$ cat src/rtl/nr_div_seq_ctrl_pkg.sv
// Shared definitions for the non-restoring division sequencer.
// Holds the default operand width and the FSM state encoding used by the
// controller. The state values are fixed so that waveforms and any external
// debug logic see IDLE=0, ITER=1, RESTORE=2, DONE=3.
package nr_div_seq_ctrl_pkg;

  localparam int N_DEFAULT = 4;

  typedef enum logic [1:0] {
    S_IDLE    = 2'd0,
    S_ITER    = 2'd1,
    S_RESTORE = 2'd2,
    S_DONE    = 2'd3
  } state_t;

endpackage

$ cat src/rtl/nr_div_seq_ctrl_addsub5.sv
// nr_addsub5: W-bit adder/subtractor shared by every step of the divider.
// Ports:
//   a  in  W  first operand
//   b  in  W  second operand
//   m  in  1  mode: 0 = a + b, 1 = a - b (computed as a + ~b + 1)
//   y  out W  result, wraps modulo 2^W
module nr_addsub5 #(
  parameter int W = 5
) (
  input  logic [W-1:0] a,
  input  logic [W-1:0] b,
  input  logic         m,
  output logic [W-1:0] y
);

  logic [W-1:0] b_eff;

  // Subtraction reuses the adder: invert b and feed the mode bit in as the
  // carry-in, so a single carry chain serves both operations.
  always_comb begin
    b_eff = m ? ~b : b;
    y     = a + b_eff + W'(m);
  end

endmodule

$ cat src/rtl/nr_div_seq_ctrl.sv
// nr_div_seq_ctrl: multi-cycle non-restoring unsigned divider X / Y.
// One shift + add/sub step per clock on a single shared (N+1)-bit unit,
// followed by one remainder-restore step.
// Ports:
//   clk          in   1    rising-edge clock
//   rst_n        in   1    asynchronous active-low reset
//   start        in   1    request, only looked at in IDLE
//   dividend     in   N    X, captured on the accepted start
//   divisor      in   N    Y, captured on the accepted start
//   busy         out  1    high in ITER, RESTORE and DONE
//   done         out  1    one-cycle pulse, results valid from here on
//   quotient     out  N    Q, held until the next accepted start
//   remainder    out  N+1  R, sign bit is always 0
//   div_by_zero  out  1    set together with done when Y == 0
module nr_div_seq_ctrl
  import nr_div_seq_ctrl_pkg::*;
#(
  parameter int N = N_DEFAULT
) (
  input  logic         clk,
  input  logic         rst_n,
  input  logic         start,
  input  logic [N-1:0] dividend,
  input  logic [N-1:0] divisor,
  output logic         busy,
  output logic         done,
  output logic [N-1:0] quotient,
  output logic [N:0]   remainder,
  output logic         div_by_zero
);

  localparam int CW = (N > 1) ? $clog2(N) : 1;

  state_t state, next_state;

  logic [N:0]    a_reg;
  logic [N-1:0]  qr;
  logic [N-1:0]  yr;
  logic [CW-1:0] cnt;

  logic [N:0] addsub_a;
  logic [N:0] addsub_y;
  logic       addsub_m;
  logic       last_iter;

  assign last_iter = (cnt == CW'(N - 1));

  // State register.
  always_ff @(posedge clk or negedge rst_n) begin
    if (!rst_n) begin
      state <= S_IDLE;
    end else begin
      state <= next_state;
    end
  end

  // Next-state logic. A zero divisor skips the iterations entirely and goes
  // straight to DONE with the saturated quotient.
  always_comb begin
    next_state = state;
    case (state)
      S_IDLE: begin
        if (start) begin
          next_state = (divisor == '0) ? S_DONE : S_ITER;
        end
      end
      S_ITER: begin
        if (last_iter) begin
          next_state = S_RESTORE;
        end
      end
      S_RESTORE: next_state = S_DONE;
      S_DONE:    next_state = S_IDLE;
      default:   next_state = S_IDLE;
    endcase
  end

  // Output and datapath-control logic. In ITER the sign of the partial
  // remainder picks add (negative) or subtract (non-negative); RESTORE
  // always adds the divisor back.
  always_comb begin
    busy     = (state != S_IDLE);
    done     = (state == S_DONE);
    addsub_m = (state == S_ITER) ? ~a_reg[N] : 1'b0;
    addsub_a = (state == S_ITER) ? {a_reg[N-1:0], qr[N-1]} : a_reg;
  end

  nr_addsub5 #(
    .W(N + 1)
  ) u_addsub (
    .a(addsub_a),
    .b({1'b0, yr}),
    .m(addsub_m),
    .y(addsub_y)
  );

  // Working registers and result registers. Results only change on the
  // edge that enters DONE; div_by_zero is also cleared when a normal
  // division is accepted so a stale flag never outlives its operands.
  always_ff @(posedge clk or negedge rst_n) begin
    if (!rst_n) begin
      a_reg       <= '0;
      qr          <= '0;
      yr          <= '0;
      cnt         <= '0;
      quotient    <= '0;
      remainder   <= '0;
      div_by_zero <= 1'b0;
    end else begin
      case (state)
        S_IDLE: begin
          if (start) begin
            if (divisor != '0) begin
              a_reg       <= '0;
              qr          <= dividend;
              yr          <= divisor;
              cnt         <= '0;
              div_by_zero <= 1'b0;
            end else begin
              quotient    <= '1;
              remainder   <= {1'b0, dividend};
              div_by_zero <= 1'b1;
            end
          end
        end
        S_ITER: begin
          a_reg <= addsub_y;
          qr    <= {qr[N-2:0], ~addsub_y[N]};
          cnt   <= cnt + CW'(1);
        end
        S_RESTORE: begin
          if (a_reg[N]) begin
            a_reg     <= addsub_y;
            remainder <= addsub_y;
          end else begin
            remainder <= a_reg;
          end
          quotient <= qr;
        end
        default: begin
        end
      endcase
    end
  end

endmodule

$ cat config.mk
export PLATFORM = sky130hd
export DESIGN_NAME = nr_div_seq_ctrl
export DESIGN_NICKNAME = d
export VERILOG_FILES = /design/src/rtl/nr_div_seq_ctrl_pkg.sv /design/src/rtl/nr_div_seq_ctrl_addsub5.sv /design/src/rtl/nr_div_seq_ctrl.sv
export SDC_FILE = /design/constraint.sdc
export NUM_CORES = 1
export LEC_CHECK = 0
export CELL_PAD_IN_SITES_DETAIL_PLACEMENT = 0
export CELL_PAD_IN_SITES_GLOBAL_PLACEMENT = 1
export CORE_MARGIN = 10
export CORE_UTILIZATION = 41
export CTS_CLUSTER_SIZE = 30
export DETAILED_ROUTE_END_ITERATION = 6
export PLACE_DENSITY = 0.88
export SLEW_MARGIN = 25
export SYNTH_ARGS = -nofsm -noshare
export SYNTH_HDL_FRONTEND = slang
export SYNTH_SLANG_ARGS = --single-unit
$ cat constraint.sdc
create_clock -name clk -period 3.8 [get_ports clk]
set_input_delay 0.57 -clock clk [delete_from_list [all_inputs] [get_ports clk]]
set_output_delay 0.57 -clock clk [all_outputs]
set_load 0.01 [all_outputs]
==> flow_summary.ini <==
[drt]
top_layer_used = met4
vias = 1376
drc_errors = 0
firstDrtPassIters = 4
drt_iter0_markers = 115
wire_per_inst_um = 14.9
m1WireLength_um = 1720
met3_length_um = 198
postRouteAntennaNets = 0
vias_per_cell = 5.33
totalWireLength_um = 3850
dr_wl_met2_um = 1910

[yosys]
syn-num-nets = 208
synthCells = 187
yosys.cell_count.top_type = dfrtp_1
synth-seq-cells = 27
synth_edf_count = 0
ys_types = 47
ys_warn_count = 0
syn_area_per_cell_sq_um = 9.15
synth_commonest_cells = dfrtp_1 (27), nand2_1 (22), inv_1 (14)
ys_seq_area_share_pct = 39.5
netlist_top_cells_area = dfrtp_1 (40%), ha_1 (6.6%), nand2_1 (4.8%)
synthesis.area_sq_um = 1710
yosys.area.top_type = dfrtp_1
yosys.area.top_type_share_pct = 39.5
async_reset_ff_share_pct = 100
ys.flop_type = dfrtp_1

[grt]
antenna_found_initial = 0
track_usage_pct = 10.4
grt_max_degree = 28
grt_pass1_vias = 1387
grt_first_pass_wirelength_um = 6340
grt-ovfl-total = 0

[sta]
drv_slew = 0
max_freq_mhz = 354
timing.slew.headroom_pct = 63.6
setup_viol = 0
layout_min_cycle_time_ns = 2.83
post-route-period-util_pct = 74.4
hold_violations = 0
whs_ns = 0.493
tns_ns = 0
finClkSkew_ns = 0.0158
worstMarginPinSlew_ns = 0.546
grt_setup_unrepaired = false

[critical_path]
crit_fanout = 14
crit_chain = inv_1 > ha_1 > mux2_2 > ha_1 > nor2b_1 > o21ai_1 > nand2_1 > or4_1 > o211ai_1
cpMostUsedCell = ha_1
max_stage_delay_ns = 0.50
rr_endpoint = a_reg[4]$_DFFE_PN0P_
timing.rr.start = state[1]$_DFFE_PN0P_
worstRegToRegCells = 9
cp-start-kind = flip-flop
critical_path_class = flip-flop to flip-flop
worst_path_max_delay_cell = or4_1
cp_data_required_time_ns = 4.02
endpoint_kind = flip-flop
crit_arrival_ns = 3.04
rrSetupSlack_ns = 0.97

[clocking]
clkLatencyLatePin_ns = 0.29
post_cts_resized = 0
root_buffer = clkbuf_8
cts_setup_buffers = 0
cts.path.max_buffers = 2
path_clk_slew_ns = 0.11
cts.sink_count = 27
h-tree-depth = 1
numCtsBuffers = 3
cts_tree = done
postCtsHoldBufs = 0

[min_path]
hold_depth = 2
hp-start = div_by_zero$_DFFE_PN0P_
worstHoldPathType = flip-flop to flip-flop
hold_path_end = div_by_zero$_DFFE_PN0P_

[outcome]
outcome = finished clean

[pwr]
finalPower_mw = 1.93
p_per_area_nw_per_um2 = 956
worst_ir_drop_vdd_v = 0.000558
static-leakage-power_nw = 0.856

[placement]
io_buffers = 22
place_hpwl_um = 2970
place.gp.congestion = 0.839

[floorplan]
coreArea_sq_um = 4030
die_w_um = 84.6
dieArea_sq_um = 7160
pin_count = 23
rows = 23
die_h_um = 84.6
start_util_pct = 42.5

[finish]
synthToLayoutAreaGrowth_pct = 18.1
diodes = 0
nets = 230
final_util_pct = 50.1
drive_above_1_share_pct = 12.5

[job]
drv_cap = 0
## power breakdown
group / total, mW / switching (mW) / internal, mW / leakage [nW]
sequential: 0.514 / 0.107 / 0.408 / 0.325
clock: 0.178 / 0.103 / 0.0748 / 0.0217
combinational: 1.24 / 0.680 / 0.560 / 0.509
## routing by layer
layer	track usage, %	vias up
li1	-	696
met1	12.3	647
met2	17.9	31
met3	3.57	2
met4	1.80	0
met5	0	-
## cell type report
class / instances / area [sq um]
fill: 388 / 2010
multi-input combinational: 136 / 930
sequential: 27 / 676
timing repair buffer: 25 / 243
tap: 50 / 62.6
inverter: 16 / 60.1
clock buffer: 3 / 41.3
clock inverter: 1 / 7.51
## how the worst max path moves through the flow
stage | cells after the start | to | from | slack, ns
floorplan | 11 | a_reg[4]$_DFFE_PN0P_ | state[1]$_DFFE_PN0P_ | 0.83
global route | 10 | remainder[3]$_DFFE_PN0P_ | state[1]$_DFFE_PN0P_ | 0.79
CTS | 9 | a_reg[4]$_DFFE_PN0P_ | state[1]$_DFFE_PN0P_ | 0.98
finish | 9 | a_reg[4]$_DFFE_PN0P_ | state[1]$_DFFE_PN0P_ | 0.97
detailed placement | 9 | a_reg[4]$_DFFE_PN0P_ | state[1]$_DFFE_PN0P_ | 1.00
global placement | 9 | a_reg[4]$_DFFE_PN0P_ | state[1]$_DFFE_PN0P_ | 1.06
## cells in the final DEF, fill, tap and decap left out, drive strengths merged, types with 6 or more instances in the layout
cell,count
dfrtp,27
nand2,27
clkdlybuf4s50,22
o21ai,17
inv,16
nor2,13
a21oi,11
ha,9
xnor2,7
a31oi,6
## worst max-delay path: cells and delay by family (launching register included)
kind	cells	cell delay (ns)
buffers and inverters	1	0.12
and+or+nand+nor	3	0.76
adders and majority gates	2	0.77
AOI/OAI and AO/OA	2	0.30
DFF	1	0.42
muxes	1	0.39
## metrics by stage
step	cell area [sq um]	setup slack [ns]	std cells
2_1_floorplan	1710	0.833	187
3_3_place_gp	1970	1.06	254
3_5_place_dp	1970	1.00	254
4_1_cts	2020	0.979	258
5_1_grt	2020	0.794	258
6_report	2020	0.973	258
## logic make-up after synthesis
group	after synthesis	share of synthesized area, %
compound gates	52	21.1
xor+xnor	8	4.10
fa+ha+maj	10	7.75
buf+inv	24	6.14
flops	27	39.5
mux	8	4.90
simple gates	58	16.5
No activity file was read; power rests on OpenSTA's default activity.
==> RTL edit: new RTL, same settings <==
Set the package constant `N_DEFAULT` to 2 (it was 4).
--- a/src/rtl/nr_div_seq_ctrl_pkg.sv
+++ b/src/rtl/nr_div_seq_ctrl_pkg.sv
@@ -4,7 +4,7 @@
 // debug logic see IDLE=0, ITER=1, RESTORE=2, DONE=3.
 package nr_div_seq_ctrl_pkg;
 
-  localparam int N_DEFAULT = 4;
+  localparam int N_DEFAULT = 2;
 
   typedef enum logic [1:0] {
     S_IDLE    = 2'd0,
Interface: changed (resized dividend, divisor, quotient and remainder); port bits go from 23 to 15. No check against the original RTL was run, so the function may have changed too.
==> RTL edit against the original RTL <==
- synthesized cell count decreased by 42%
- setup slack improved by 0.37 ns
- sequential cell count decreased by 11
- cell area decreased by 41%
- synthesized area decreased by 41%
- total power decreased by 43%
- wire length decreased by 44%
- non-clock buffer count decreased by 11
- largest power group unchanged
==> RTL edit: results (changes against the original RTL) <==
worst_setup_path:
  critPathTopFamily: "buffers and inverters"
  critPathBufInv: 3  # +2
grt:
  grt_use_met1_pct: 11.4  # -0.89 points
  grt_pass1_wl_mm: 3.62  # -43%
  grt_max_degree: 17  # -39%
timing:
  relSlewSlack_pct: 48.8  # -15 points
  fin_hold_ws_ns: 0.514  # +0.0202 ns
  max_freq_mhz: 408  # +15%
power:
  pg_seq_w: 0.000317  # -38%
  pg_comb_w: 0.000670  # -46%
synth:
  yosys-top-cells-area: "dfrtp_1, ha_1, mux2i_1, inv_1, nand2_1"
  synth-compound-area-share_pct: 19.0  # -2.1 points
  synth_nets: 121  # -42%
  synthTopCellsByCount: "dfrtp_1, inv_1, nand2_1"
  synth_cell_type_count: 31  # -34%
  synth.area.mux_share_pct: 8.68  # +3.8 points
routing:
  wl_per_cell_microns: 14.4  # -3.2%
  m1WireLength_mm: 1.08  # -37%
  drt_first_pass_iters: 5  # +1
placed_design:
  placedInstanceArea_sq_um: 1150  # -41%
  hpwl_mm: 1.64  # -45%
clock_tree:
  cts_root_buf: "clkbuf_4"
finish:
  final_cells: 150  # -42%
  drive_above_1_share_pct: 8.20  # -4.3 points
outcome:
  status: "finished clean"
-- RTL edit: changes by cell type after synthesis, sizes merged, moves of 4 or more --
| cell | unedited run | this run |
|---|---|---|
| a32o | 4 | 0 |
| o21ai | 17 | 6 |
| dfrtp | 27 | 16 |
| a21oi | 11 | 4 |
| nand2 | 27 | 14 |
| ha | 9 | 4 |
-- RTL edit: layout make-up --
cell class	count	area [sq um]	area share (%)
multi-input combinational	75	531	44.5
inverter	13	48.8	4.10
sequential	16	400	33.6
timing repair buffer	14	140	11.8
tap	28	35.0	2.94
clock buffer	4	36.3	3.05
-- RTL edit: worst reg2reg max path, stage by stage (launching register included) --
cell	delay, ns
dfrtp_1	0.41
inv_1	0.10
ha_1	0.39
and3b_1	0.24
a21o_1	0.16
fa_1	0.41
xnor2_1	0.21
xnor2_1	0.16
o211ai_1	0.11
o21a_1	0.13
